File: src/rtl/trg_ack_sequencer.sv
// rtl/trg_ack_sequencer.sv - per-channel TRG pulse / ACK wait handshake engine
// Each channel drives a fixed-width trigger, then waits for an ACK rising edge or a timeout.
module trg_ack_sequencer #(
    parameter int N_CH    = 12,
    parameter int PULSE_W = 8,
    parameter int TMO_W   = 16,
    parameter int TMO_CYC = 50000
) (
    input  logic            BOARD_CLOCK,
    input  logic            RST,
    input  logic [N_CH-1:0] START_I,
    input  logic            ABORT_I,
    input  logic [N_CH-1:0] CLR_I,
    input  logic [N_CH-1:0] ACK_I,
    output logic [N_CH-1:0] TRG_O,
    output logic [N_CH-1:0] BUSY_O,
    output logic [N_CH-1:0] DONE_O,
    output logic [N_CH-1:0] TMO_O,
    output logic [N_CH-1:0] ACK_SYNC_O
);

    typedef enum logic [1:0] {
        ST_IDLE  = 2'd0,
        ST_PULSE = 2'd1,
        ST_WAIT  = 2'd2
    } state_t;

    localparam logic [7:0]       PULSE_LAST = 8'(PULSE_W - 1);
    localparam logic [TMO_W-1:0] TMO_LAST   = TMO_W'(TMO_CYC - 1);

    logic [N_CH-1:0] ack_meta;
    logic [N_CH-1:0] ack_sync_d;
    logic [N_CH-1:0] ack_rise;

    // Two-flop synchronizer for the asynchronous pins, plus one delay stage for edge detection.
    always_ff @(posedge BOARD_CLOCK or negedge RST) begin
        if (!RST) begin
            ack_meta   <= '0;
            ACK_SYNC_O <= '0;
            ack_sync_d <= '0;
        end else begin
            ack_meta   <= ACK_I;
            ACK_SYNC_O <= ack_meta;
            ack_sync_d <= ACK_SYNC_O;
        end
    end

    assign ack_rise = ACK_SYNC_O & ~ack_sync_d;

    for (genvar g = 0; g < N_CH; g++) begin : g_ch
        state_t           state_q, state_d;
        logic [7:0]       pcnt_q, pcnt_d;
        logic [TMO_W-1:0] tcnt_q, tcnt_d;
        logic             seen_q, seen_d;
        logic             trg_q, trg_d;
        logic             done_q, done_d;
        logic             tmo_q, tmo_d;
        logic [TMO_W-1:0] tcnt_inc;

        always_ff @(posedge BOARD_CLOCK or negedge RST) begin
            if (!RST) begin
                state_q <= ST_IDLE;
                pcnt_q  <= '0;
                tcnt_q  <= '0;
                seen_q  <= 1'b0;
                trg_q   <= 1'b0;
                done_q  <= 1'b0;
                tmo_q   <= 1'b0;
            end else begin
                state_q <= state_d;
                pcnt_q  <= pcnt_d;
                tcnt_q  <= tcnt_d;
                seen_q  <= seen_d;
                trg_q   <= trg_d;
                done_q  <= done_d;
                tmo_q   <= tmo_d;
            end
        end

        // The timeout counter runs from PULSE entry and saturates rather than wrapping.
        assign tcnt_inc = (tcnt_q == '1) ? tcnt_q : tcnt_q + TMO_W'(1);

        always_comb begin
            state_d = state_q;
            pcnt_d  = pcnt_q;
            tcnt_d  = tcnt_q;
            seen_d  = seen_q;
            trg_d   = trg_q;
            done_d  = done_q & ~CLR_I[g];
            tmo_d   = tmo_q & ~CLR_I[g];

            case (state_q)
                ST_IDLE: begin
                    if (START_I[g]) begin
                        state_d = ST_PULSE;
                        trg_d   = 1'b1;
                        pcnt_d  = '0;
                        tcnt_d  = '0;
                        seen_d  = 1'b0;
                        done_d  = 1'b0;
                        tmo_d   = 1'b0;
                    end
                end
                ST_PULSE: begin
                    tcnt_d = tcnt_inc;
                    if (ack_rise[g]) begin
                        seen_d = 1'b1;
                    end
                    if (pcnt_q == PULSE_LAST) begin
                        trg_d = 1'b0;
                        // A rise on the very last pulse cycle still counts as an early ACK.
                        if (seen_q || ack_rise[g]) begin
                            state_d = ST_IDLE;
                            done_d  = 1'b1;
                        end else begin
                            state_d = ST_WAIT;
                        end
                    end else if (pcnt_q != 8'hFF) begin
                        pcnt_d = pcnt_q + 8'd1;
                    end
                end
                ST_WAIT: begin
                    trg_d = 1'b0;
                    if (ack_rise[g]) begin
                        state_d = ST_IDLE;
                        done_d  = 1'b1;
                    end else if (tcnt_q == TMO_LAST) begin
                        state_d = ST_IDLE;
                        tmo_d   = 1'b1;
                    end else begin
                        tcnt_d = tcnt_inc;
                    end
                end
                default: begin
                    state_d = ST_IDLE;
                    trg_d   = 1'b0;
                end
            endcase

            // Abort wins over everything and never sets status.
            if (ABORT_I) begin
                state_d = ST_IDLE;
                trg_d   = 1'b0;
                done_d  = done_q & ~CLR_I[g];
                tmo_d   = tmo_q & ~CLR_I[g];
            end
        end

        assign TRG_O[g]  = trg_q;
        assign BUSY_O[g] = (state_q != ST_IDLE);
        assign DONE_O[g] = done_q;
        assign TMO_O[g]  = tmo_q;
    end

endmodule

File: config.mk
export PLATFORM = sky130hd
export DESIGN_NAME = trg_ack_sequencer
export DESIGN_NICKNAME = d
export VERILOG_FILES = /design/src/rtl/trg_ack_sequencer.sv
export SDC_FILE = /design/constraint.sdc
export NUM_CORES = 1
export LEC_CHECK = 0
export CORE_ASPECT_RATIO = 0.7
export CORE_MARGIN = 8
export CORE_UTILIZATION = 56
export CTS_BUF_LIST = sky130_fd_sc_hd__clkbuf_16
export CTS_CLUSTER_DIAMETER = 200
export DETAILED_ROUTE_END_ITERATION = 10
export PLACE_DENSITY_LB_ADDON = 0.05
export SLEW_MARGIN = 20
export SYNTH_ARGS = -nofsm -noshare
export SYNTH_HDL_FRONTEND = slang
export SYNTH_SLANG_ARGS = --single-unit
File: constraint.sdc
create_clock -name BOARD_CLOCK -period 2.3 [get_ports BOARD_CLOCK]
set_clock_uncertainty 0.15 [all_clocks]
set_input_delay 0.46 -clock BOARD_CLOCK [delete_from_list [all_inputs] [get_ports BOARD_CLOCK]]
set_output_delay 0.46 -clock BOARD_CLOCK [all_outputs]
set_load 0.01 [all_outputs]
After elaboration in Yosys (flattened, before gate mapping):

Cells that the tools add are included.
W data, S select, Z words.

* bits in registers: 396
* input port bits: 39

* $add $sub $neg: 24
* equal/unequal tests: 180
* mux-type cells: 408
* bitwise operators: 38
* reduce and logical (&&, ||, !) cells: 120

Operators with widths (count)
* $mux W16: 48
* $pmux W16 S3: 12
* $eq A16 B16 Y1 const B: 24
* $mux W8: 36
* $add A16 B1 Y16 const B: 12
* $pmux W8 S2: 12
* $mux W1: 168
* $mux W2: 72
* $ne A2 B2 Y1 const B: 72
* $add A8 B1 Y8 const B: 12
* $eq A8 B3 Y1 const B: 12
* $ne A8 B8 Y1 const B: 12
* $reduce_and A4 Y1: 24
* $ne A3 B3 Y1 const B: 24
* $pmux W1 S2: 36
* $pmux W2 S3: 12
* $reduce_and A3 Y1: 24
* $ne A4 B4 Y1 const B: 12
* $reduce_bool A2 Y1: 24
* $pmux W1 S3: 12
* $reduce_bool A3 Y1: 12
* $and A1 B1 Y1: 24
* $eq A2 B1 Y1 const B: 12
* $eq A2 B2 Y1 const B: 12
* other kinds (6): 50

Logic depth before layout (Yosys ltp):

* word-level depth: 7
* mapped depth: 10

Worst setup path after synthesis:

No wires, ideal clock.

* path type: register -> register
* from: register g_ch[4].state_q[0]
* to: register g_ch[4].tcnt_q[11]
* data arrival time: 2.293 ns
* slack: -0.221 ns
* cell stages (with the launch flop): 11
* cells stage by stage: dfrtp_1 inv_1 ha_1 clkbuf_1 nand3_1 nor4_1 nor2b_1 clkbuf_1 clkbuf_1 o31ai_1 a21oi_1

* cells in the longest elaborated chain, start to end: 3
* elaborated cells between the ends (all ways): 9

RTL lines
* start, declared: line 51 `state_t state_q, state_d;`
* start signal, assigned: line 70 `state_q <= state_d;`
* $eq A2 B2 Y1 (tied with other cells): line 92 `case (state_q)`
* $ne A2 B2 Y1 (no line) or $reduce_bool A3 Y1 (tied branches)
* $reduce_and A4 Y1 (no line)
* end signal, assigned: line 72 `tcnt_q <= tcnt_d;`
* end, declared: line 53 `logic [TMO_W-1:0] tcnt_q, tcnt_d;`

Several ways; a longest one is shown, not always the timed one.
A chain may end at the register's enable or synchronous reset.

Final worst setup path:

* from: register g_ch[2].tcnt_q[13]
* to: register g_ch[2].tcnt_q[5]

* cells in the longest elaborated chain, start to end: 5
* elaborated cells between the ends (all ways): 8

RTL lines
* start, declared: line 53
* start signal, assigned: line 72
* $eq A16 B16 Y1: line 81 `assign tcnt_inc = (tcnt_q == '1) ? tcnt_q : tcnt_q + TMO_W'(1);`
* $mux W16: line 81
* $mux W16: line 127 `end else if (tcnt_q == TMO_LAST) begin`
* $mux W16: line 124 `if (ack_rise[g]) begin`
* $pmux W16 S3: line 92

Several ways; a longest one is shown, not always the timed one. The select of a mux whose other input is x is not followed.

==> results.tsv <==
stage	metric	value	unit
synthesis	synth_area_leader_cell	dfrtp_1	
placement	place_inst	3408	
clock_network	cts_htree_levels	2	
clock_network	clk_latency	0.56	ns
final_layout	nFillCells	3195	
detailed_routing	wl_per_cell	16.9	um
global_route	grt_pass1_vias	20740	
detailed_routing	dr.pass1.iters	6	
sta	grt_setup_unrepaired	yes	
power	power	26.3	mW
final_layout	postLayoutCellArea	28800	um2
synthesis	syn_inst	2600	
sta	setup_violations	19	
power	peakVddDrop	0.699	mV
final_layout	final_nets	3053	
synthesis	synth_commonest_cells	dfrtp_1, nand2_1, nor2_1	
clock_network	cts_root_buf	clkbuf_16	
detailed_routing	drc	0	
synthesis	synthArstFlopShare	100	%
final_layout	syn_to_final_growth	23.2	%
hold_path	hold_depth	2	
global_route	antenna_found_initial	0	
placement	placed_cell_area	26800	um2
status	violations	setup timing	
global_route	grtUsageTotal	23.3	%
detailed_routing	wl	59300	um
worst_setup_path	cp_cell_sequence	or4bb_4 > buf_4 > o41ai_4 > buf_4 > a211o_1 > a41oi_2 > buf_6 > a31oi_2	
detailed_routing	drt_iter0_markers	1899	
sta	min_period_over_period	106	%
power	powerDensity	915	nW/um2
placement	dpl_worst_slack	-0.175	ns
global_route	met1_usage	34.1	%
global_route	grt_pass1_wl	99600	um
placement	place.gp.congestion	0.901	
sta	hold_viol	0	
synthesis	synth_area	23400	um2
worst_setup_path	endpoint_kind	register	
global_route	grt.met2_usage	35.9	%
worst_setup_path	reg2regPathDepth	8	
sta	slew_violations	0	
worst_setup_path	start_kind	register	
clock_network	cts.clk_slew.worst_paths	0.07	ns
worst_setup_path	crit_path_top_delay_cell	or4bb_4	
synthesis	synthesis.nets	2712	
placement	portBuffers	98	
final_layout	drive_above_1_share	18.5	%
worst_setup_path	cp_slowest_stage_delay	0.54	ns
die	die_width	260	um
detailed_routing	routed_via_density	6.22	
worst_setup_path	crit_fanout	6	
clock_network	numCtsBuffers	41	
detailed_routing	final_antenna_net_count	0	
worst_setup_path	cp.depth	8	
synthesis	synth.distinct_cells	84	
detailed_routing	vias	21829	
die	io_pins	99	
synthesis	ys_ff_latch	396	
sta	max_freq	412	MHz
hold_path	hold_class	input port to register	
placement	dp_hpwl	41200	um
worst_setup_path	path_buf_inv	3	
synthesis	syn-mean-instance-area	8.99	um2
worst_setup_path	required	2.61	ns
die	dieArea	48600	um2
final_layout	diodes	0	
clock_network	cts_tree	yes	
synthesis	yosys-top-cells-area	dfrtp_1, ha_1, nand2_1	
status	status	complete, but fails checks	
die	rows	62	
synthesis	synth_edf_count	0	
synthesis	synth_top_cell_area_share	42.4	%
sta	tns	-1.29	ns
sta	holdWs	0.187	ns
die	core	41100	um2
synthesis	yosysMostFrequentCell	dfrtp_1	
final_layout	layout.cells.non_filler	3512	
worst_setup_path	critPathArrivalTime	2.74	ns
synthesis	ys.flop_type	dfrtp_1	
global_route	grt_max_degree	57	
worst_setup_path	crit_type	register to register	
global_route	grt.overflow.total	0	
sta	finalCriticalPeriod	2.43	ns
sta	layout_setup_ws	-0.129	ns
final_layout	fin_util	70.0	%
die	start_util	56.9	%
synthesis	yosysSeqAreaShare	42.4	%
sta	relSlewSlack	48.7	%
job	cap_violations	0	
global_route	met3_usage	3.71	%
die	die_h	187	um
power	p_leak	12.5	nW
global_route	top_usage_layer	met2	
sta	tightest_slew	0.768	ns
clock_network	clock_path_buffers	3	
synthesis	yosysWarningCount	0	
clock_network	clock_sink_count	396	
worst_setup_path	cpMostUsedCell	buf_4	
worst_setup_path	path_delay_family	compound AO/OA/AOI/OAI gates	
==> routing by layer <==
metal,share of wire (%),vias to the layer above
li1,-,10489
met1,47,10558
met2,45,682
met3,5.9,100
met4,2.0,0
met5,0,-
==> what timing repair did <==
action	4_1_cts	5_1_grt
endpoints found under the setup margin	47	148
hold buffers	1	0
resized for setup	56	96
buffers inserted	12	19
gates cloned	0	2
pin swaps	4	15
hold endpoints to repair	43	0
==> layout by cell type, fill, tap and decap left out, drive strengths merged, types with 15 or more instances in the layout <==
master / count
dfrtp: 396
and4: 27
nand3: 127
nand4: 95
or3: 30
nand2b: 52
nor4b: 16
and3: 45
ha: 73
o211ai: 17
clkbuf: 41
a41oi: 15
o21a: 15
inv: 103
nor3: 44
a31oi: 81
nor4: 45
clkdlybuf4s50: 84
nor2: 201
a211oi: 21
and2: 26
a21oi: 144
xnor2: 25
o21ai: 147
o31ai: 107
nand2: 227
nor2b: 26
a211o: 16
mux2i: 39
a22o: 30
xor2: 24
or4: 52
or2: 27
buf: 337
clkinv: 23
o41ai: 23
==> registers in the layout (all words and copies together) (netlist names) <==
register / cells
g_ch.tcnt_q: 192
ack_sync_d: 12
g_ch.seen_q: 12
ACK_SYNC_O: 12
g_ch.trg_q: 12
g_ch.pcnt_q: 96
g_ch.state_q: 24
g_ch.tmo_q: 12
ack_meta: 12
g_ch.done_q: 12
==> final cells by class <==
cell class	count	area, um2	share of cell area, %
clock buffers	41	1030	3.56
flip-flops and latches	396	9910	34.4
well taps	544	681	2.36
repair buffers	432	3620	12.6
clock inverters	29	189	0.656
inverters	101	379	1.32
multi-input cells	1969	13000	45.1
==> power by group <==
part	leakage (nW)	internal, mW	switching, mW	total (mW)
combinational	6.55	5.11	6.55	11.7
sequential	5.38	7.71	0.697	8.41
clock	0.615	3.46	2.81	6.27
total	12.5	16.3	10.1	26.3
==> worst reg2reg max path, delay by kind of cell (launching register included) <==
family                 cells  cell delay (ns)
AOI/OAI and AO/OA          4             0.75
buffers and inverters      3             0.53
and+or+nand+nor            1             0.55
DFF                        1             0.38
==> final timing paths <==
| kind | from | end | slack [ns] |
|---|---|---|---|
| max in group asynchronous | RST | g_ch[4].pcnt_q[6]$_DFFE_PN0P_ | 0.95 |
| worst min register to register | ack_meta[2]$_DFF_PN0_ | ACK_SYNC_O[2]$_DFF_PN0_ | 0.20 |
| worst max-delay path | g_ch[2].tcnt_q[13]$_DFFE_PN0P_ | g_ch[2].tcnt_q[5]$_DFFE_PN0P_ | -0.13 |
| min in group asynchronous | RST | g_ch[11].pcnt_q[2]$_DFFE_PN0P_ | 0.28 |
| worst min-delay path | ABORT_I | g_ch[11].trg_q$_DFFE_PN0P_ | 0.19 |
| worst max register to register | g_ch[2].tcnt_q[13]$_DFFE_PN0P_ | g_ch[2].tcnt_q[5]$_DFFE_PN0P_ | -0.13 |
==> cell families (layout without fill, tap and decap cells) <==
group / after synthesis / count (layout) / synth area share, %
simple gates: 1081 / 1081 / 24.8
buf+inv: 236 / 603 / 4.45
compound gates: 715 / 716 / 20.4
xor+xnor: 49 / 49 / 1.84
fa+ha+maj: 73 / 73 / 3.91
flops: 396 / 396 / 42.4
mux: 50 / 50 / 2.20
(Power assumes the default switching activity.)
